File: src/rtl/lc3b_decode_stage.sv
// LC-3B ID stage: decodes one instruction per cycle into the ID/EX register with load-use bubbling and flush.
// Optional build macro LC3B_ILLEGAL_OP_EN: RTI becomes TRAP x00 and an illegal_op pulse is added.
package lc3b_pkg;

  typedef enum logic [2:0] {
    Alu_add,
    Alu_and,
    Alu_not,
    shiftleft,
    shiftrile,
    signedshiftright
  } alu_ops;

  typedef enum logic [3:0] {
    op_br, op_add, op_ldb, op_stb, op_jsr, op_and, op_ldr, op_str,
    op_rti, op_not, op_ldi, op_sti, op_jmp, op_shf, op_lea, op_trap
  } lc3b_opcode;

  typedef struct packed {
    logic [15:0] PC;
    alu_ops      OPAlu;
    logic        REQSR1;
    logic        REQSR2;
    logic        sr2mux_select;
    logic        registerload;
    logic        LDC_CC;
    logic        dr_REQ;
    logic        DCacheR;
    logic        DCache_enable;
    logic        write_DCache;
    logic        storemux_select;
    logic [1:0]  wbmux_select;
    logic        OPLDB;
    logic        OP_LDI;
    logic        OPSTB;
    logic        OP_STI;
    logic        OPBR;
    logic        OPJMP;
    logic        OPJSR;
    logic        OPTRAP;
    logic [1:0]  addr2mux_select;
    logic        Destination_mux_select;
  } LC_3B_control_word;

endpackage

module lc3b_decode_stage
  import lc3b_pkg::*;
#(
  parameter logic [15:0] NOP_IR = 16'h0000
) (
  input  logic              clk,
  input  logic              rst_n,
  input  logic              if_valid,
  output logic              if_ready,
  input  logic [15:0]       if_pc,
  input  logic [15:0]       if_ir,
  input  logic              flush,
  output logic [2:0]        sr1_addr,
  output logic [2:0]        sr2_addr,
  output logic              ex_valid,
  input  logic              ex_ready,
  output LC_3B_control_word ex_cw,
  output logic [15:0]       ex_ir,
  output logic [2:0]        ex_dr
`ifdef LC3B_ILLEGAL_OP_EN
  ,
  output logic              illegal_op
`endif
);

  LC_3B_control_word w_cw;
  lc3b_opcode        w_opcode;
  logic [15:0]       w_ir_out;
  logic [2:0]        w_dr;
  logic              w_hazard;
  logic              w_advance;

  LC_3B_control_word r_ex_cw;
  logic              r_ex_valid;
  logic [15:0]       r_ex_ir;
  logic [2:0]        r_ex_dr;

  assign w_opcode = lc3b_opcode'(if_ir[15:12]);

  always_comb begin
    w_cw     = '0;
    w_cw.PC  = if_pc;
    w_ir_out = if_ir;
    case (w_opcode)
      op_add, op_and: begin
        w_cw.OPAlu         = (w_opcode == op_and) ? Alu_and : Alu_add;
        w_cw.REQSR1        = 1'b1;
        w_cw.REQSR2        = ~if_ir[5];
        w_cw.sr2mux_select = if_ir[5];
        w_cw.registerload  = 1'b1;
        w_cw.LDC_CC        = 1'b1;
        w_cw.dr_REQ        = 1'b1;
      end
      op_not: begin
        w_cw.OPAlu        = Alu_not;
        w_cw.REQSR1       = 1'b1;
        w_cw.registerload = 1'b1;
        w_cw.LDC_CC       = 1'b1;
      end
      op_shf: begin
        if (!if_ir[4])     w_cw.OPAlu = shiftleft;
        else if (!if_ir[5]) w_cw.OPAlu = shiftrile;
        else               w_cw.OPAlu = signedshiftright;
        w_cw.REQSR1       = 1'b1;
        w_cw.registerload = 1'b1;
        w_cw.LDC_CC       = 1'b1;
      end
      op_ldr, op_ldb, op_ldi: begin
        w_cw.DCacheR       = 1'b1;
        w_cw.DCache_enable = 1'b1;
        w_cw.REQSR1        = 1'b1;
        w_cw.registerload  = 1'b1;
        w_cw.LDC_CC        = 1'b1;
        w_cw.wbmux_select  = 2'b01;
        w_cw.OPLDB         = (w_opcode == op_ldb);
        w_cw.OP_LDI        = (w_opcode == op_ldi);
      end
      op_str, op_stb, op_sti: begin
        w_cw.write_DCache    = 1'b1;
        w_cw.DCache_enable   = 1'b1;
        w_cw.REQSR1          = 1'b1;
        w_cw.REQSR2          = 1'b1;
        w_cw.storemux_select = 1'b1;
        w_cw.OPSTB           = (w_opcode == op_stb);
        w_cw.OP_STI          = (w_opcode == op_sti);
      end
      op_br: begin
        w_cw.OPBR            = 1'b1;
        w_cw.addr2mux_select = 2'b10;
      end
      op_jmp: begin
        w_cw.OPJMP  = 1'b1;
        w_cw.REQSR1 = 1'b1;
      end
      op_jsr: begin
        w_cw.OPJSR                  = 1'b1;
        w_cw.Destination_mux_select = 1'b1;
        w_cw.registerload           = 1'b1;
        if (if_ir[11]) w_cw.addr2mux_select = 2'b11;
        else           w_cw.REQSR1          = 1'b1;
      end
      op_lea: begin
        w_cw.addr2mux_select = 2'b10;
        w_cw.registerload    = 1'b1;
        w_cw.LDC_CC          = 1'b1;
        w_cw.wbmux_select    = 2'b10;
      end
      op_trap: begin
        w_cw.OPTRAP                 = 1'b1;
        w_cw.Destination_mux_select = 1'b1;
        w_cw.registerload           = 1'b1;
      end
      op_rti: begin
`ifdef LC3B_ILLEGAL_OP_EN
        w_cw.OPTRAP = 1'b1;
        w_ir_out    = {8'hF0, 8'h00};
`endif
      end
      default: ;
    endcase
  end

  assign sr1_addr = if_ir[8:6];
  assign sr2_addr = w_cw.storemux_select ? if_ir[11:9] : if_ir[2:0];
  assign w_dr     = w_cw.Destination_mux_select ? 3'd7 : if_ir[11:9];

  // Only a load still sitting in ID/EX can stall; its data is not forwardable this cycle.
  assign w_hazard = if_valid & r_ex_valid & r_ex_cw.DCacheR & r_ex_cw.registerload &
                    ((w_cw.REQSR1 & (sr1_addr == r_ex_dr)) |
                     (w_cw.REQSR2 & (sr2_addr == r_ex_dr)));

  assign w_advance = ~r_ex_valid | ex_ready;
  assign if_ready  = flush | (w_advance & ~w_hazard);

  always_ff @(posedge clk or negedge rst_n) begin
    if (!rst_n) begin
      r_ex_valid <= 1'b0;
      r_ex_cw    <= '0;
      r_ex_ir    <= NOP_IR;
      r_ex_dr    <= '0;
    end else if (flush) begin
      r_ex_valid <= 1'b0;
      r_ex_cw    <= '0;
      r_ex_ir    <= NOP_IR;
    end else if (w_advance) begin
      if (w_hazard) begin
        r_ex_valid <= 1'b0;
        r_ex_cw    <= '0;
        r_ex_ir    <= NOP_IR;
      end else if (if_valid) begin
        r_ex_valid <= 1'b1;
        r_ex_cw    <= w_cw;
        r_ex_ir    <= w_ir_out;
        r_ex_dr    <= w_dr;
      end else begin
        r_ex_valid <= 1'b0;
      end
    end
  end

`ifdef LC3B_ILLEGAL_OP_EN
  logic r_illegal_op;

  always_ff @(posedge clk or negedge rst_n) begin
    if (!rst_n) r_illegal_op <= 1'b0;
    else        r_illegal_op <= ~flush & w_advance & ~w_hazard & if_valid & (w_opcode == op_rti);
  end

  assign illegal_op = r_illegal_op;
`endif

  assign ex_valid = r_ex_valid;
  assign ex_cw    = r_ex_cw;
  assign ex_ir    = r_ex_ir;
  assign ex_dr    = r_ex_dr;

endmodule

File: config.mk
export PLATFORM = sky130hd
export DESIGN_NAME = lc3b_decode_stage
export DESIGN_NICKNAME = d
export VERILOG_FILES = /design/src/rtl/lc3b_decode_stage.sv
export SDC_FILE = /design/constraint.sdc
export NUM_CORES = 1
export LEC_CHECK = 0
export CORE_ASPECT_RATIO = 1.4
export CORE_MARGIN = 2
export CORE_UTILIZATION = 43
export CTS_CLUSTER_SIZE = 14
export DETAILED_ROUTE_END_ITERATION = 10
export PLACE_DENSITY = 0.79
export SYNTH_ARGS = -nofsm -noshare
export SYNTH_HDL_FRONTEND = slang
export SYNTH_SLANG_ARGS = --single-unit
File: constraint.sdc
create_clock -name clk -period 1.9 [get_ports clk]
set_input_delay 0.19 -clock clk [delete_from_list [all_inputs] [get_ports clk]]
set_output_delay 0.19 -clock clk [all_outputs]
set_load 0.02 [all_outputs]
# Word-level counts from Yosys, hierarchy flattened
# Index checks and enable logic that the tools add are counted.
[op_classes] n_eq_ne=16 mux=38 n_bitwise=14 n_reduce_logical=14
[ops] operator="42-bit 2-to-1 mux" count=4
[ops] operator="16-bit 2-to-1 mux" count=4
[ops] operator="4-bit equality test (second input constant)" count=7
[ops] operator="1-bit 2-to-1 mux" count=18
[ops] operator="4-bit by 3-bit equality test with 1-bit output (second input constant)" count=4
[ops] operator="11-bit OR reduction" count=1
[ops] operator="10-bit OR reduction" count=1
[ops] operator="3-bit 2-to-1 mux" count=3
[ops] operator="3-bit one-hot mux with 3 select lines" count=1
[ops] operator="4-bit by 2-bit equality test with 1-bit output (second input constant)" count=2
[ops] operator="2-bit 2-to-1 mux" count=4
[ops] operator="2-bit one-hot mux with 2 select lines" count=2
[ops] operator="8-bit OR reduction" count=1
[ops] operator="1-bit bitwise AND" count=7
[ops] operator="3-bit equality test" count=2
[ops] operator="2-bit OR reduction" count=3
[ops] operator="3-bit OR reduction" count=2
[ops] operator="6-bit OR reduction" count=1
[ops] operator="4-bit by 1-bit equality test with 1-bit output (second input constant)" count=1
[ops] operator="4-bit logical NOT" count=1
[ops] operator="1-bit inverter" count=4
[ops] operator="1-bit one-hot mux with 2 select lines" count=2
[ops] operator="4-bit AND reduction" count=1
[ops] operator="1-bit bitwise OR" count=3
[ops] operator="3 further kinds" count=3
[word_totals] ff_bits=62 in_bits=37 output_inout_bits=69 elab_cells=108

# Logic depth before layout (Yosys ltp)
# Gate-level depths: netlist of the first run.
[depth] word_depth=11 ltp_mapped=9

# Worst setup path before layout of the first run
# Ideal clock, no wire load.
[synth_timing] kind="register to register" startpoint="register r_ex_dr[1], in the netlist ex_dr[1]" endpoint="register r_ex_ir[13], in the netlist ex_ir[13]" setup_time_ns=0.121 arrival_ns=1.764 slack_ns=0.015 stages_incl_launch_ff=9 n_path_buf=2 path_cell_list="dfrtp_1 > xnor2_1 > nand3_1 > a211oi_1 > a211o_1 > a21oi_2 > buf_6 > buf_6 > a22o_1"
[synth_between] elab_chain_cells=7 word_cells_on_any_way=11 classes_between="eq/ne (2); mux (3); bitwise (4); reduce/logical (2)"
[synth_lines] element="start, declared" line="82" source="logic [2:0] r_ex_dr;"
[synth_lines] element="start signal, assigned" line="200" source="r_ex_dr <= w_dr;"
[synth_lines] element="3-bit equality test (on tied branches)" line="175, 176"
[synth_lines] element="1-bit bitwise AND (on tied branches)" line="175, 176"
[synth_lines] element="1-bit bitwise OR (*)" line="175" source="((w_cw.REQSR1 & (sr1_addr == r_ex_dr)) |"
[synth_lines] element="1-bit bitwise AND (*)" line="174" source="assign w_hazard = if_valid & r_ex_valid & r_ex_cw.DCacheR & r_ex_cw.registerload &"
[synth_lines] element="16-bit 2-to-1 mux" line="192" source="if (w_hazard) begin"
[synth_lines] element="16-bit 2-to-1 mux" line="191" source="end else if (w_advance) begin"
[synth_lines] element="16-bit 2-to-1 mux" line="187" source="end else if (flush) begin"
[synth_lines] element="end signal, assigned" line="199" source="r_ex_ir <= w_ir_out;"
[synth_lines] element="end, declared" line="81" source="logic [15:0] r_ex_ir;"
# Mark *: on every way between the ends. The rest lies on a longest branch, timed or not. The select of a mux whose other input is x is not followed.
# A chain may end at the register's enable or synchronous reset.

# Final worst setup path of the first run
[layout_timing] startpoint="register r_ex_dr[0], in the netlist ex_dr[0]" endpoint="output if_ready"
[layout_between] elab_chain_cells=7 word_cells_on_any_way=9 classes_between="eq/ne (2); bitwise (7)"
[layout_lines] element="3-bit equality test (on tied branches)" line="175, 176"
[layout_lines] element="1-bit bitwise AND (on tied branches)" line="175, 176"
[layout_lines] element="1-bit bitwise OR (*)" line="175"
[layout_lines] element="1-bit bitwise AND (*)" line="174"
[layout_lines] element="1-bit inverter (no line) (*)"
[layout_lines] element="1-bit bitwise AND (*)" line="179" source="assign if_ready = flush | (w_advance & ~w_hazard);"
[layout_lines] element="1-bit bitwise OR (*)" line="179"
[layout_lines] element="end, declared" line="55" source="output logic if_ready,"
# Mark *: on every way between the ends. The rest lies on a longest branch, timed or not.

==> results of run 1 <==
## power groups by stage
stage / clock network [W] / registers [W] / logic (W)
detailed placement: 0 / 0.00145 / 0.000863
CTS: 0.00112 / 0.00143 / 0.000959
global placement: 0 / 0.00145 / 0.000849
global route: 0.00119 / 0.00145 / 0.00105
finish: 0.00111 / 0.00144 / 0.000994
floorplan: 0 / 0.00156 / 0.000277
## stage by stage
step                      area (um2)  total power, W  std cells
after floorplan                 2668        0.001835        218
after global placement          4086        0.002298        422
after detailed placement        4086        0.002315        422
after CTS                       4512        0.003513        449
after global routing            4593        0.003691        449
final                           4593        0.003537        449
## worst min-delay path by stage
| stage | slack [ns] | depth (start not counted) | to | startpoint |
|---|---|---|---|---|
| global route | 0.40 | 4 | ex_cw[20] | if_ir[12] |
| finish | 0.36 | 2 | ex_cw[15] | if_ir[13] |
| global placement | 0.24 | 1 | ex_ir[7] | rst_n |
| CTS | 0.34 | 2 | ex_cw[15] | if_ir[13] |
| detailed placement | 0.25 | 1 | ex_ir[7] | rst_n |
| floorplan | -0.11 | 0 | ex_cw[0] | rst_n |
## worst max-delay path, cell delays in order, from the launching register on
cell and delay, ns:
dfrtp_1 0.43, xor2_1 0.18, a21oi_1 0.18, a21oi_2 0.07
nor4b_4 0.32, o21ai_2 0.08, a21o_1 0.18, buf_6 0.13
## cells by family (layout without fill, tap and decap cells)
family / Yosys count / in the layout
AOI/OAI and AO/OA: 77 / 77
xor gates and xnor gates: 6 / 6
buffers and inverters: 26 / 187
DFF: 60 / 60
muxes: 6 / 6
and+or+nand+nor: 43 / 43
## state kept, by name, summed over array words and instances (netlist names)
signal / count
ex_cw: 40
ex_dr: 3
ex_ir: 16
ex_valid: 1
## layer usage
layer / vias up / global-route usage [%]
li1: 1139 / -
met1: 1254 / 31.25
met2: 124 / 40.64
met3: 19 / 4.564
met4: 0 / 12.92
met5: - / 0
## layout make-up
type / count / share of cell area [%]
multi-input combinational: 132 / 25.39
sequential: 60 / 32.74
inverter: 4 / 0.3269
tap: 70 / 1.907
clock buffer: 11 / 2.860
clock inverter: 5 / 1.144
timing repair buffer: 167 / 35.63
## layout by cell type (no fill, tap or decap), types with 3 or more instances in the layout
cell type,instances
nand2b_1,5
clkdlybuf4s50_1,95
xnor2_2,3
dfrtp_1,58
clkbuf_8,9
clkdlybuf4s15_2,3
nand2_1,8
inv_1,4
nor2_1,6
o21ai_0,4
mux2_2,3
buf_4,43
clkinv_2,3
nand3_1,3
a22o_1,40
a32o_1,14
dlygate4sd2_1,3
a21oi_1,4
buf_6,14
## what timing repair did
action,CTS,global route
gates resized for setup,50,16
cloned,3,0
endpoints found under the hold margin,26,0
buffers inserted,8,2
pin swaps,19,14
setup endpoints to repair,62,63
hold buffers,1,0
==> flow_metrics.py, run 1 <==
metrics = {
    "sta": {
        "slew_headroom_pct": 55.97,
        "setup_viol": 49,
        "clock-skew-final_ns": 0.007334,
        "worstMarginPinSlew_ns": 0.6604,
        "setup_tns_ns": -3.752,
        "fmax_mhz": 478.9,
        "rsz0062_at_grt": "yes",
        "hold_ws_ns": 0.3558,
        "drv_slew": 0,
        "fin_crit_ns": 2.088,
        "finalCritPeriodShare_pct": 109.9,
        "setup_ws_ns": -0.1883,
        "hold_violations": 0,
    },
    "synth": {
        "synthAdderAreaFrac_pct": 0,
        "synth_top_flop_cell": "dfrtp_1",
        "synth_top_area_cell": "dfrtp_1",
        "mappedNetlistNets": 255,
        "synth.area.mux_share_pct": 2.767,
        "ys_seq_area_share_pct": 56.29,
        "synth-edff-count": 0,
        "synth_compound_area_share_pct": 24.25,
        "async_reset_ff_share_pct": 100.0,
        "synthTopCellsByArea": "dfrtp_1 56%, a22o_1 13%, a32o_1 5.3%",
        "synth_xor_area_share_pct": 1.970,
        "yosysMostFrequentCell": "dfrtp_1",
        "yosys.area.top_type_share_pct": 56.29,
        "synthTopCellsByCount": "60 x dfrtp_1, 40 x a22o_1, 14 x a32o_1",
        "ys_ff_latch": 60,
        "netlist_area_um2": 2668,
        "yosys.area_share.simple_pct": 9.334,
        "synthCells": 218,
        "synth_top_family_by_area": "compound AO/OA/AOI/OAI gates",
        "avgSynthCellArea_um2": 12.24,
        "ys_types": 40,
        "yosysWarnings": 0,
    },
    "placement": {
        "routabilityCongestion": 0.8466,
        "dp_slack_ns": -0.8196,
        "io_buffers": 105,
        "place_hpwl_mm": 5.583,
    },
    "grt": {
        "grt_pass1_vias": 2547,
        "antenna_found_initial": 0,
        "grt_max_degree": 57,
        "grt_usage_pct": 24.90,
        "gr-total-overflow": 0,
        "grt_pass1_wl_mm": 13.28,
    },
    "floorplan": {
        "die-area_um2": 6858,
        "core-area_um2": 5946,
        "row_count": 33,
        "pin_count": 106,
        "die_w_um": 70.57,
        "die_h_um": 97.19,
        "initial_core_util_pct": 44.87,
    },
    "route": {
        "first_pass_iters": 4,
        "top_layer": "met4",
        "via_per_inst": 5.648,
        "avgRoutedWirePerCell_um": 18.77,
        "drtIter0Drc": 184,
        "dr_wl_met3_um": 562,
        "vias": 2536,
        "dr_wl_met2_mm": 4.441,
        "drc": 0,
        "wl_met1_mm": 3.245,
        "ant_nets": 0,
        "routed_wl_mm": 8.426,
    },
    "clocking": {
        "cts_made_buffers": 9,
        "cts_root_buf": "clkbuf_8",
        "cts.htree.levels": 3,
        "cts.sink_count": 60,
        "clock_latency_ns": 0.34,
        "cts_buffer_depth": 2,
        "clk_pin_slew_ns": 0.07,
        "cts_tree": "built",
    },
    "power": {
        "p_int_w": 0.002501,
        "power_frac_comb_pct": 28.1,
        "peakVddDrop_mv": 0.6594,
        "p_leak_nw": 2.103,
        "pwr-share-clk_pct": 31.3,
        "p_switching_w": 0.001037,
        "p_per_area_nw_per_um2": 770.1,
        "seqPwrFrac_pct": 40.6,
        "netSwitchingFraction_pct": 29.30,
    },
    "critical_path": {
        "timing_worst_setup_path_type": "flip-flop to output port",
        "crit_arrival_ns": 1.90,
        "reg2reg_slack_ns": -0.14,
        "reg2reg_from": "ex_dr[0]",
        "crit_required_ns": 1.71,
        "worstReg2RegEnd": "ex_cw[11]",
        "end_kind": "output port",
        "startpoint": "ex_dr[0]",
        "cp-start-kind": "flip-flop",
        "cp-endpoint": "if_ready",
        "rr_worst_depth": 9,
        "crit_fanout": 4,
    },
    "layout": {
        "n_antenna_cell": 0,
        "drive_gt1_share_pct": 29.29,
        "nFillCells": 379,
        "finish.utilization_pct": 77.25,
        "nets": 411,
        "area_growth_pct": 72.19,
        "regArea_um2": 1504,
        "multi_input_area_um2": 1166,
    },
    "flow_run": {
        "maxCapViolations": 0,
    },
    "status": {
        "outcome": "complete, but fails checks",
        "violations": "negative setup slack",
    },
    "hold_path": {
        "worst_hold_path_type": "input port to flip-flop",
    },
}
No activity file was read; power rests on OpenSTA's default activity.
==> inputs of run 2 (changes only) <==
- CORE_MARGIN: 2 -> 8
==> run 2 against run 1 <==
Against the previous run:
- the run still ends with negative setup slack left
- via count rose by 0.28%
- non-clock buffer count fell by 4
- count of clock-buffer cells in the layout did not move
- sequential power barely moved
- global-route usage fell by 4.4 points
- sequential cell count did not move
==> flow_metrics.py, run 2 (synthesized netlist as in run 1, its figures left out) <==
metrics = {
    "power": {
        "p_leak_nw": 2.094,
        "p_per_area_nw_per_um2": 773.6,
        "peakVddDrop_mv": 0.4506,
    },
    "clocking": {
        "cts_root_buf": "clkbuf_8",
        "cts.htree.levels": 3,
        "cts.sink_count": 60,
        "clk_pin_slew_ns": 0.07,
        "cts_tree": "built",
        "clock_latency_ns": 0.34,
        "cts_buffer_depth": 2,
        "cts_made_buffers": 9,
    },
    "sta": {
        "worstMarginPinSlew_ns": 0.4405,
        "finalCritPeriodShare_pct": 109.6,
        "slew_headroom_pct": 70.58,
        "rsz0062_at_grt": "yes",
        "fmax_mhz": 480.4,
        "hold_violations": 0,
        "hold_ws_ns": 0.3109,
        "drv_slew": 0,
        "clock-skew-final_ns": 0.007557,
        "setup_viol": 53,
        "fin_crit_ns": 2.082,
        "setup_ws_ns": -0.1816,
        "setup_tns_ns": -4.342,
    },
    "floorplan": {
        "die_h_um": 109.2,
        "die_w_um": 82.57,
        "initial_core_util_pct": 43.55,
        "row_count": 34,
        "pin_count": 106,
        "die-area_um2": 9015,
        "core-area_um2": 6126,
    },
    "grt": {
        "grt_pass1_vias": 2734,
        "antenna_found_initial": 0,
        "grt_pass1_wl_mm": 13.94,
        "grt_usage_pct": 20.55,
        "grt_max_degree": 31,
        "gr-total-overflow": 0,
    },
    "route": {
        "routed_wl_mm": 9.066,
        "ant_nets": 0,
        "drtIter0Drc": 183,
        "avgRoutedWirePerCell_um": 20.28,
        "vias": 2543,
        "first_pass_iters": 4,
        "via_per_inst": 5.689,
        "drc": 0,
    },
    "critical_path": {
        "crit_required_ns": 1.71,
        "cp-start-kind": "flip-flop",
        "timing_worst_setup_path_type": "flip-flop to output port",
        "reg2reg_from": "ex_dr[2]",
        "rr_worst_depth": 7,
        "reg2reg_slack_ns": -0.15,
        "crit_fanout": 7,
        "crit_arrival_ns": 1.89,
        "worstReg2RegEnd": "ex_dr[1]",
        "end_kind": "output port",
    },
    "layout": {
        "nFillCells": 402,
        "post_layout_nonfiller_instances": 447,
        "largest_reg_flops": 40,
        "n_antenna_cell": 0,
        "fin_area_um2": 4582,
        "drive_gt1_share_pct": 29.60,
        "nets": 407,
        "area_growth_pct": 71.76,
        "layout_common_cells": "95 x clkdlybuf4s50_1, 57 x dfrtp_1, 43 x buf_4",
        "final_common_cell": "clkdlybuf4s50_1",
    },
    "placement": {
        "place_inst": 423,
        "routabilityCongestion": 0.8416,
        "io_buffers": 105,
        "place_hpwl_mm": 6.321,
        "place_area_um2": 4094,
    },
    "flow_run": {
        "maxCapViolations": 0,
    },
    "status": {
        "outcome": "complete, but fails checks",
        "violations": "negative setup slack",
    },
    "hold_path": {
        "worst_hold_path_type": "input port to async pin",
    },
}
## run 2: area by class of cell
| class | count | area [um2] | share of cell area, % |
|---|---|---|---|
| Sequential cell | 60 | 1505 | 32.85 |
| Tap cell | 72 | 90.09 | 1.966 |
| Clock buffer | 11 | 131.4 | 2.867 |
| Multi-Input combinational cell | 132 | 1162 | 25.37 |
| Timing Repair Buffer | 163 | 1625 | 35.47 |
| Clock inverter | 5 | 52.55 | 1.147 |
| Inverter | 4 | 15.01 | 0.3277 |
## run 2: routing by layer
metal	up-vias	global-route usage (%)	part of all wire [%]
met2	115	34.64	53
met5	-	0	0
met3	20	5.693	7.3
li1	1125	-	-
met1	1283	22.62	37
met4	0	11.01	2.4
## run 2: worst max-delay path, stage by stage, from the launching register on
cell and delay (ns):
dfrtp_2 0.47, nand2b_1 0.13, a22oi_1 0.07, nor3_1 0.21, nor4b_4 0.26, o21ai_1 0.11, a21o_1 0.17, buf_6 0.13
## run 2: repair_timing
action	in CTS	in global routing
pin swaps	13	7
endpoints found under the setup margin	62	63
hold endpoints to repair	17	0
hold buffers	1	0
gates cloned	3	0
resized for setup	51	13
buffers inserted	6	0
## run 2: per-stage QoR
| step | power [W] | util (%) | setup slack [ns] |
|---|---|---|---|
| after floorplan | 0.001835 | - | 0.01549 |
| after global placement | 0.002306 | 66.83 | -0.7692 |
| after detailed placement | 0.002329 | 66.83 | -0.8427 |
| after CTS | 0.003526 | 73.84 | -0.1650 |
| after global routing | 0.003683 | 74.80 | -0.2968 |
| final | 0.003544 | 74.80 | -0.1816 |
## run 2: how the worst max path moves through the flow
stage	start	to	slack, ns	cells after the start
4_1_cts	ex_dr[1]	if_ready	-0.17	7
3_3_place_gp	if_ir[13]	if_ready	-0.77	8
6_report	ex_dr[2]	if_ready	-0.18	7
5_1_grt	ex_dr[2]	if_ready	-0.30	7
3_5_place_dp	if_ir[13]	if_ready	-0.84	8
2_1_floorplan	ex_dr[1]	ex_ir[13]	0.02	8
## run 2: where the power goes
| part | leakage (nW) | total, W | internal [W] | switching, W |
|---|---|---|---|---|
| Clock | 0.0931 | 0.00110 | 0.000599 | 0.000503 |
| Combinational | 1.21 | 0.00100 | 0.000535 | 0.000466 |
| Sequential | 0.786 | 0.00144 | 0.00137 | 0.0000725 |
==> inputs of run 3 (changes only) <==
- CTS_CLUSTER_DIAMETER: not set -> 150
==> results of run 3 <==
Final layout, timing and power as in run 2 (identical DEF).
